===== config.mk =====
export PLATFORM = sky130hd
export DESIGN_NAME = mvm_stream_par
export DESIGN_NICKNAME = d
export VERILOG_FILES = /design/src/rtl/mvm_stream_par.sv
export SDC_FILE = /design/constraint.sdc
export NUM_CORES = 1
export LEC_CHECK = 0
export BUFFER_PORTS_ARGS = -buffer_cell sky130_fd_sc_hd__buf_2
export CAP_MARGIN = 20
export CORE_UTILIZATION = 35
export DETAILED_ROUTE_END_ITERATION = 10
export SLEW_MARGIN = 20
export SYNTH_ARGS = -nofsm -noshare
export SYNTH_HDL_FRONTEND = slang
export SYNTH_SLANG_ARGS = --single-unit
export TNS_END_PERCENT = 100

===== constraint.sdc =====
create_clock -name clk -period 5.4 [get_ports clk]
set_input_delay 0.54 -clock clk [delete_from_list [all_inputs] [get_ports clk]]
set_output_delay 0.54 -clock clk [all_outputs]
set_load 0.01 [all_outputs]

===== src/rtl/mvm_stream_par.sv =====
`default_nettype none
// ============================================================================
// Module   : mvm_stream_par
// Purpose  : Streaming signed matrix-vector multiplier y = W*x on P parallel
//            saturating MAC lanes. W (MxN, row-major) then x (N) arrive on a
//            valid/ready input stream; y[0..M-1] leaves in row order on a
//            valid/ready output stream.
// Ports    : clk, reset (sync, active-high)
//            s_valid/s_ready/data_in     : element input stream
//            m_valid/m_ready/data_out    : result output stream
//            overflow                    : saturation flag for data_out
// Options  : MVM_VEC_REUSE_EN - when defined, x is loaded once after reset
//            and reused for every later W (LOAD_X is skipped).
// Revision : 1.0 - initial release
// ============================================================================
module mvm_stream_par #(
    parameter int M          = 4,
    parameter int N          = 4,
    parameter int P          = 2,
    parameter int IN_W       = 8,
    parameter int OUT_W      = 16,
    parameter int MAC_STAGES = 2
) (
    input  logic                    clk,
    input  logic                    reset,
    input  logic                    s_valid,
    output logic                    s_ready,
    input  logic signed [IN_W-1:0]  data_in,
    output logic                    m_valid,
    input  logic                    m_ready,
    output logic signed [OUT_W-1:0] data_out,
    output logic                    overflow
);

    localparam int c_GRPS  = M / P;
    localparam int c_DEPTH = c_GRPS * N;
    localparam int c_AW    = (c_DEPTH > 1) ? $clog2(c_DEPTH) : 1;
    localparam int c_NW    = $clog2(N);
    localparam int c_LW    = (P > 1) ? $clog2(P) : 1;
    localparam int c_GW    = (c_GRPS > 1) ? $clog2(c_GRPS) : 1;
    localparam int c_CW    = $clog2(N + MAC_STAGES + 2);

    localparam logic [1:0] c_LOAD_W  = 2'd0;
    localparam logic [1:0] c_LOAD_X  = 2'd1;
    localparam logic [1:0] c_COMPUTE = 2'd2;
    localparam logic [1:0] c_DRAIN   = 2'd3;

    localparam logic [c_NW-1:0] c_COL_LAST  = c_NW'(N - 1);
    localparam logic [c_LW-1:0] c_LANE_LAST = c_LW'(P - 1);
    localparam logic [c_GW-1:0] c_GRP_LAST  = c_GW'(c_GRPS - 1);
    // Reads are issued for r_cyc 0..N-1; the last product lands in the
    // accumulator at r_cyc N+MAC_STAGES, so the group is complete one
    // cycle later.
    localparam logic [c_CW-1:0] c_CYC_ISSUE = c_CW'(N);
    localparam logic [c_CW-1:0] c_CYC_LAST  = c_CW'(N + MAC_STAGES + 1);

    logic [1:0]      r_state;
    logic [1:0]      w_next;
    logic [c_NW-1:0] r_col;
    logic [c_LW-1:0] r_lane;   // load lane during LOAD_W, output row index in DRAIN
    logic [c_GW-1:0] r_grp;    // load group during LOAD_W, row group in COMPUTE/DRAIN
    logic [c_CW-1:0] r_cyc;

    logic w_s_hs, w_m_hs, w_w_last, w_x_last, w_skip_x;
    logic w_issue, w_grp_start;
    logic [c_NW-1:0] w_rcol;
    logic [c_AW-1:0] w_raddr, w_waddr;

    logic signed [IN_W-1:0]  r_x [N];
    logic signed [IN_W-1:0]  r_xd;
    logic [MAC_STAGES:0]     r_vld;
    logic signed [OUT_W-1:0] w_acc_all [P];
    logic                    w_ovf_all [P];

    assign w_s_hs   = s_valid && s_ready;
    assign w_m_hs   = m_valid && m_ready;
    assign w_w_last = (r_col == c_COL_LAST) && (r_lane == c_LANE_LAST) && (r_grp == c_GRP_LAST);
    assign w_x_last = (r_col == c_COL_LAST);

`ifdef MVM_VEC_REUSE_EN
    logic r_xvalid;
    always_ff @(posedge clk) begin
        if (reset)
            r_xvalid <= 1'b0;
        else if (r_state == c_LOAD_X && w_s_hs && w_x_last)
            r_xvalid <= 1'b1;
    end
    assign w_skip_x = r_xvalid;
`else
    assign w_skip_x = 1'b0;
`endif

    // ---------------- FSM: state register ----------------
    always_ff @(posedge clk) begin
        if (reset)
            r_state <= c_LOAD_W;
        else
            r_state <= w_next;
    end

    // ---------------- FSM: next state ----------------
    always_comb begin
        w_next = r_state;
        case (r_state)
            c_LOAD_W:  if (w_s_hs && w_w_last) w_next = w_skip_x ? c_COMPUTE : c_LOAD_X;
            c_LOAD_X:  if (w_s_hs && w_x_last) w_next = c_COMPUTE;
            c_COMPUTE: if (r_cyc == c_CYC_LAST) w_next = c_DRAIN;
            c_DRAIN:   if (w_m_hs && r_lane == c_LANE_LAST)
                           w_next = (r_grp == c_GRP_LAST) ? c_LOAD_W : c_COMPUTE;
            default:   w_next = c_LOAD_W;
        endcase
    end

    // ---------------- FSM: outputs ----------------
    always_comb begin
        s_ready = (r_state == c_LOAD_W) || (r_state == c_LOAD_X);
        m_valid = (r_state == c_DRAIN);
    end

    // ---------------- counters ----------------
    always_ff @(posedge clk) begin
        if (reset) begin
            r_col  <= '0;
            r_lane <= '0;
            r_grp  <= '0;
            r_cyc  <= '0;
        end else begin
            case (r_state)
                c_LOAD_W: if (w_s_hs) begin
                    if (r_col == c_COL_LAST) begin
                        r_col <= '0;
                        if (r_lane == c_LANE_LAST) begin
                            r_lane <= '0;
                            r_grp  <= (r_grp == c_GRP_LAST) ? '0 : r_grp + c_GW'(1);
                        end else begin
                            r_lane <= r_lane + c_LW'(1);
                        end
                    end else begin
                        r_col <= r_col + c_NW'(1);
                    end
                end
                c_LOAD_X: if (w_s_hs)
                    r_col <= w_x_last ? '0 : r_col + c_NW'(1);
                c_COMPUTE:
                    r_cyc <= (r_cyc == c_CYC_LAST) ? '0 : r_cyc + c_CW'(1);
                c_DRAIN: if (w_m_hs) begin
                    if (r_lane == c_LANE_LAST) begin
                        r_lane <= '0;
                        r_grp  <= (r_grp == c_GRP_LAST) ? '0 : r_grp + c_GW'(1);
                    end else begin
                        r_lane <= r_lane + c_LW'(1);
                    end
                end
                default: ;
            endcase
        end
    end

    // ---------------- x register file and read issue ----------------
    assign w_issue     = (r_state == c_COMPUTE) && (r_cyc < c_CYC_ISSUE);
    assign w_grp_start = (r_state == c_COMPUTE) && (r_cyc == '0);
    assign w_rcol      = r_cyc[c_NW-1:0];
    assign w_raddr     = c_AW'(int'(r_grp) * N + int'(w_rcol));
    assign w_waddr     = c_AW'(int'(r_grp) * N + int'(r_col));

    always_ff @(posedge clk) begin
        if (r_state == c_LOAD_X && w_s_hs)
            r_x[r_col] <= data_in;
        r_xd <= r_x[w_rcol];
    end

    // r_vld[0] marks valid bank read data, r_vld[s+1] valid product stage s.
    always_ff @(posedge clk) begin
        if (reset)
            r_vld <= '0;
        else
            r_vld <= {r_vld[MAC_STAGES-1:0], w_issue};
    end

    // ---------------- MAC lanes ----------------
    for (genvar k = 0; k < P; k++) begin : g_lane
        logic signed [IN_W-1:0]    r_mem [c_DEPTH];
        logic signed [IN_W-1:0]    r_wd;
        logic signed [2*IN_W-1:0]  w_prod;
        logic signed [OUT_W-1:0]   r_pipe [MAC_STAGES];
        logic signed [OUT_W-1:0]   r_acc;
        logic                      r_ovf;
        logic [OUT_W:0]            w_sum;
        logic                      w_sum_ovf;
        logic signed [OUT_W-1:0]   w_acc_nx;

        // Bank k holds rows k, k+P, k+2P, ... at address group*N + column.
        always_ff @(posedge clk) begin
            if (r_state == c_LOAD_W && w_s_hs && r_lane == c_LW'(k))
                r_mem[w_waddr] <= data_in;
            r_wd <= r_mem[w_raddr];
        end

        // With OUT_W >= 2*IN_W the full product always fits, so sign
        // extension alone is exact and no product clamp can occur.
        assign w_prod = r_wd * r_xd;

        always_ff @(posedge clk) begin
            r_pipe[0] <= OUT_W'(w_prod);
            for (int s = 1; s < MAC_STAGES; s++)
                r_pipe[s] <= r_pipe[s-1];
        end

        // One guard bit detects signed overflow of the accumulate.
        assign w_sum     = {r_acc[OUT_W-1], r_acc}
                         + {r_pipe[MAC_STAGES-1][OUT_W-1], r_pipe[MAC_STAGES-1]};
        assign w_sum_ovf = w_sum[OUT_W] ^ w_sum[OUT_W-1];
        assign w_acc_nx  = !w_sum_ovf    ? w_sum[OUT_W-1:0] :
                           w_sum[OUT_W]  ? {1'b1, {(OUT_W-1){1'b0}}} :
                                           {1'b0, {(OUT_W-1){1'b1}}};

        always_ff @(posedge clk) begin
            if (reset) begin
                r_acc <= '0;
                r_ovf <= 1'b0;
            end else if (w_grp_start) begin
                r_acc <= '0;
                r_ovf <= 1'b0;
            end else if (r_vld[MAC_STAGES]) begin
                r_acc <= w_acc_nx;
                if (w_sum_ovf)
                    r_ovf <= 1'b1;
            end
        end

        assign w_acc_all[k] = r_acc;
        assign w_ovf_all[k] = r_ovf;
    end

    // Accumulators hold their final values throughout DRAIN, so they double
    // as the result buffer.
    assign data_out = w_acc_all[r_lane];
    assign overflow = w_ovf_all[r_lane];

endmodule
`default_nettype wire


==> reports/summary.md <==
At the worst endpoint, the arrival time is 5.44 ns. For this configuration, the core starts out at a cell density of 35.44%. Entering global routing, the biggest net connects 44 pins. The tool flagged a number of max-cap violations equal to 0. The most frequent standard cell in the layout excluding fill and tap cells is sky130_fd_sc_hd__inv_1.

After filler insertion, the fill cell instance count of the layout stands at 4,426. The core region is 46,460 um^2. The worst setup path is captured at a flop. The wire length of the first global-routing pass was 52,440 um; the placed cell area was 17,330 um^2. The run gives 65 as the distinct cell type count of the synthesized netlist. The critical path is of the reg -> reg type. Post-CTS clock slew at the launch and capture registers of the worst setup and hold paths: 0.06 ns.

Number of top-level pins: 31. The run finished with clean final reports. Across all setup checks in the final design, the least slack found is 0.4049 ns. The post-synthesis mux area share came out at 7.842%. The routed via count is 9,808. Startpoint class of the critical path: a flop. Wires add up to 32,650 um.

Dominant cell type by area after synthesis: sky130_fd_sc_hd__edfxtp_1. Fraction of the cycle the final worst path needs: 92.50%. The logs give 0 for the initial antenna violation count and 0 for the number of buffers added to fix hold violations after cts. The first detailed-routing pass ran for 5 iterations. By area the synthesized netlist is led by sky130_fd_sc_hd__edfxtp_1 (29%), sky130_fd_sc_hd__dfxtp_1 (16%), sky130_fd_sc_hd__fa_1 (14%). The tools report the number of buffers added by the clock tree synthesis step as 29. The post-synthesis area per instance works out to 12.13 um^2. Global routing used 23.48% of the available met2 tracks. Setup total negative slack on the finished layout was measured at 0 ns. The max-slew violation count is 0. Register-to-register setup slack: 0.40 ns. Global routing consumed, on the met3 layer, 2.453% of the routing resources.

The sequential area share after synthesis came out at 45.47%. The detailed-placement wirelength estimate is 23,630 um, and the all-layer global routing usage is 13.89%. In this run the most used layer during global routing was met2. In the layout the commonest cells are sky130_fd_sc_hd__inv_1 (171), sky130_fd_sc_hd__edfxtp_1 (160), sky130_fd_sc_hd__dfxtp_1 (132), sky130_fd_sc_hd__fa_1 (112), sky130_fd_sc_hd__ha_1 (97). Summing the areas of all fa, ha and maj instances in the mapped netlist gives 21.66% of the synthesized area. Input and output buffers added on the ports amount to 30.

Power spread over the standard cell area amounts to 300.8 nW/um^2. Main combinational cell family by area after synthesis: adder cells. TritonCTS built the clock tree. The flip-flop and latch count after synthesis was 294; the total leakage power was 7.379 nW. In the final design database the tool counted 1,612 nets. The synthesized-area fraction occupied by xor and xnor cells works out to 2.979%. For the critical path required time, the log shows 5.85 ns. The share of synthesized flip-flops with an asynchronous set or reset is 0%. The multi-input combinational cells in the finished layout cover a total of 8164 um^2. The die is 218.9 um wide.

Setup repair after global routing left no endpoint under its margin. The logs give 10,040 for the number of global-route vias before repair and 0 for the number of failing setup endpoints in the final timing report. The number of vias per cell was 4.855; the worst setup slack after placement was 0.4637 ns. The relative area change from synthesis to final layout came out at 10.82%. In this run the worst path has a maximum fanout of 16.

In this run the tightest slew margin relative to its limit is 28.28%. Summing all flip-flop and latch instances after layout gives 7490 um^2. The synthesized netlist devotes 7.348% of its cell area to compound gates. The clock drives 294 sinks.

The starting DRC count in detailed routing came out at 570. The most instantiated flip-flop cell in the synthesis netlist is sky130_fd_sc_hd__edfxtp_1. The gate count of the mapped netlist is 1,358, and the height of the die is 218.9 um. IR analysis of the VDD net gives a maximum drop of 0.0002469 V. After synthesis the cells add up to 16,470 um^2.

The later pin in the worst-skew pair is clocked with a latency of 0.57 ns. The share of layout cells above drive strength 1 is 13.09%, and the measured slew at the worst slew-check pin is 1.076 ns. After synthesis, the largest area contributor takes up 29.18% of total cell area. The tools report the H-tree depth reported by CTS as 1. After floorplanning, the core was divided into 79 placement rows. For this run, design rule violations remaining after detail routing come to 0. The maximum buffer depth of the clock tree is 3, and the number of nets with antenna violations after detailed routing is 0. For the final hold violation count, the log shows 0. Simple logic cell fraction of the synthesized area: 9.696%. The finished cells cover 18,250 um^2. The die covers 47,920 um^2. Dividing the detail-routed wire length by the instance count gives 16.16 um.

The Yosys step of the flow raised 0 warnings. Global routing finished with a remaining overflow of 0. The tightest min-delay check is of the reg -> reg type. The tools report the clock root buffer master as sky130_fd_sc_hd__clkbuf_16. For this run, global-route usage on met1 was measured as 18.48%. For the final database, setup skew stands at 0.01569 ns. The number of nets in the synthesized netlist is 1,579. Yosys mapped a number of flops with a built-in enable equal to 160.

The global placer's final weighted congestion was 0.8087; the final critical-path required period was 4.995 ns. The number of diodes added for antenna fixing was 0. In this run, post-CTS repair resized a total of 0 instances.

Static timing analysis puts the maximum clock frequency at 200.2 MHz. The post-CTS setup repair buffer count is 0.
-- routing by layer --
metal	vias to the layer above	part of all wire, %
li1	4734	-
met1	4842	47
met2	182	47
met3	50	4.2
met4	0	2.2
met5	-	0
-- cell usage after synthesis, types with 3 or more instances --
cell type	n
sky130_fd_sc_hd__a211oi_1	4
sky130_fd_sc_hd__a21boi_0	3
sky130_fd_sc_hd__a21o_1	20
sky130_fd_sc_hd__a21oi_1	59
sky130_fd_sc_hd__a221o_1	11
sky130_fd_sc_hd__a41oi_1	3
sky130_fd_sc_hd__and2_1	78
sky130_fd_sc_hd__and3_1	10
sky130_fd_sc_hd__buf_1	4
sky130_fd_sc_hd__clkbuf_1	35
sky130_fd_sc_hd__dfxtp_1	134
sky130_fd_sc_hd__edfxtp_1	160
sky130_fd_sc_hd__fa_1	112
sky130_fd_sc_hd__ha_1	97
sky130_fd_sc_hd__inv_1	171
sky130_fd_sc_hd__maj3_2	8
sky130_fd_sc_hd__mux2_2	32
sky130_fd_sc_hd__mux2i_1	3
sky130_fd_sc_hd__mux4_2	40
sky130_fd_sc_hd__nand2_1	74
sky130_fd_sc_hd__nand2b_1	11
sky130_fd_sc_hd__nand3_1	13
sky130_fd_sc_hd__nand3b_1	3
sky130_fd_sc_hd__nor2_1	64
sky130_fd_sc_hd__nor2b_1	15
sky130_fd_sc_hd__nor3_1	29
sky130_fd_sc_hd__o211ai_1	4
sky130_fd_sc_hd__o21a_1	9
sky130_fd_sc_hd__o21ai_0	32
sky130_fd_sc_hd__o21ai_1	5
sky130_fd_sc_hd__o21bai_1	3
sky130_fd_sc_hd__o31ai_1	3
sky130_fd_sc_hd__or2_2	5
sky130_fd_sc_hd__or3_1	5
sky130_fd_sc_hd__xnor2_1	45
sky130_fd_sc_hd__xor2_1	11
-- final cells by class --
class	instances	area share (%)
clock buffer	35	4.217
clock inverter	18	0.8365
tap	607	4.162
inverter	171	3.518
sequential	294	41.04
multi-input combinational	849	44.74
timing repair buffer	46	1.481
-- path summary, 6_finish.rpt --
| kind | from | to | cells after the start |
|---|---|---|---|
| worst max-delay path | r_xd[3] | g_lane[0].r_pipe[0][14] | 15 |
| worst max register to register | r_xd[3] | g_lane[0].r_pipe[0][14] | 15 |
| worst min register to register | g_lane[0].r_pipe[0][8] | g_lane[0].r_pipe[0][24] | 0 |
| worst min-delay path | g_lane[0].r_pipe[0][8] | g_lane[0].r_pipe[0][24] | 0 |
-- report_power, final --
part	leakage, nW	internal (mW)	switching, mW
Combinational	4.37	0.430	0.542
Sequential	2.56	2.49	0.0589
Clock	0.451	1.11	0.855
-- registers in the layout, summed over array words and instances, names as in the netlist, 3 cells and up --
register,count
g_lane.r_acc,32
g_lane.r_mem,128
g_lane.r_pipe,64
g_lane.r_wd,16
r_cyc,3
r_vld,3
r_x,32
r_xd,8
-- stage by stage --
stage               power (mW)  cells  hold WS (ns)  utilization (%)
finish                   5.488   2020        0.3225            39.28
global route             5.759   2020        0.3244            39.28
CTS                      5.533   2020        0.3215            39.28
detailed placement       3.567   1967        0.3121            37.29
global placement         3.546   1967        0.3114            37.29
floorplan                3.333   1358        0.3096                -
-- kinds of logic after synthesis --
family	Yosys count
AND/OR/NAND/NOR	316
flip-flops	294
adder cells (fa/ha/maj)	219
buffers and inverters	215
AO/OA/AOI/OAI	183
multiplexers	75
XOR/XNOR	56
-- worst max-delay path, cell delays in order (launching register included) --
cell,delay (ns)
sky130_fd_sc_hd__dfxtp_1,0.66
sky130_fd_sc_hd__nand2_1,0.16
sky130_fd_sc_hd__fa_1,0.45
sky130_fd_sc_hd__fa_1,0.48
sky130_fd_sc_hd__fa_1,0.50
sky130_fd_sc_hd__fa_1,0.49
sky130_fd_sc_hd__inv_1,0.04
sky130_fd_sc_hd__ha_1,0.31
sky130_fd_sc_hd__nor2b_1,0.14
sky130_fd_sc_hd__o21ai_0,0.20
sky130_fd_sc_hd__a21boi_0,0.15
sky130_fd_sc_hd__o21ai_0,0.23
sky130_fd_sc_hd__a21oi_1,0.12
sky130_fd_sc_hd__o21ai_0,0.23
sky130_fd_sc_hd__or4b_2,0.61
sky130_fd_sc_hd__o311ai_0,0.12
Power figures use the tool's default switching activity.
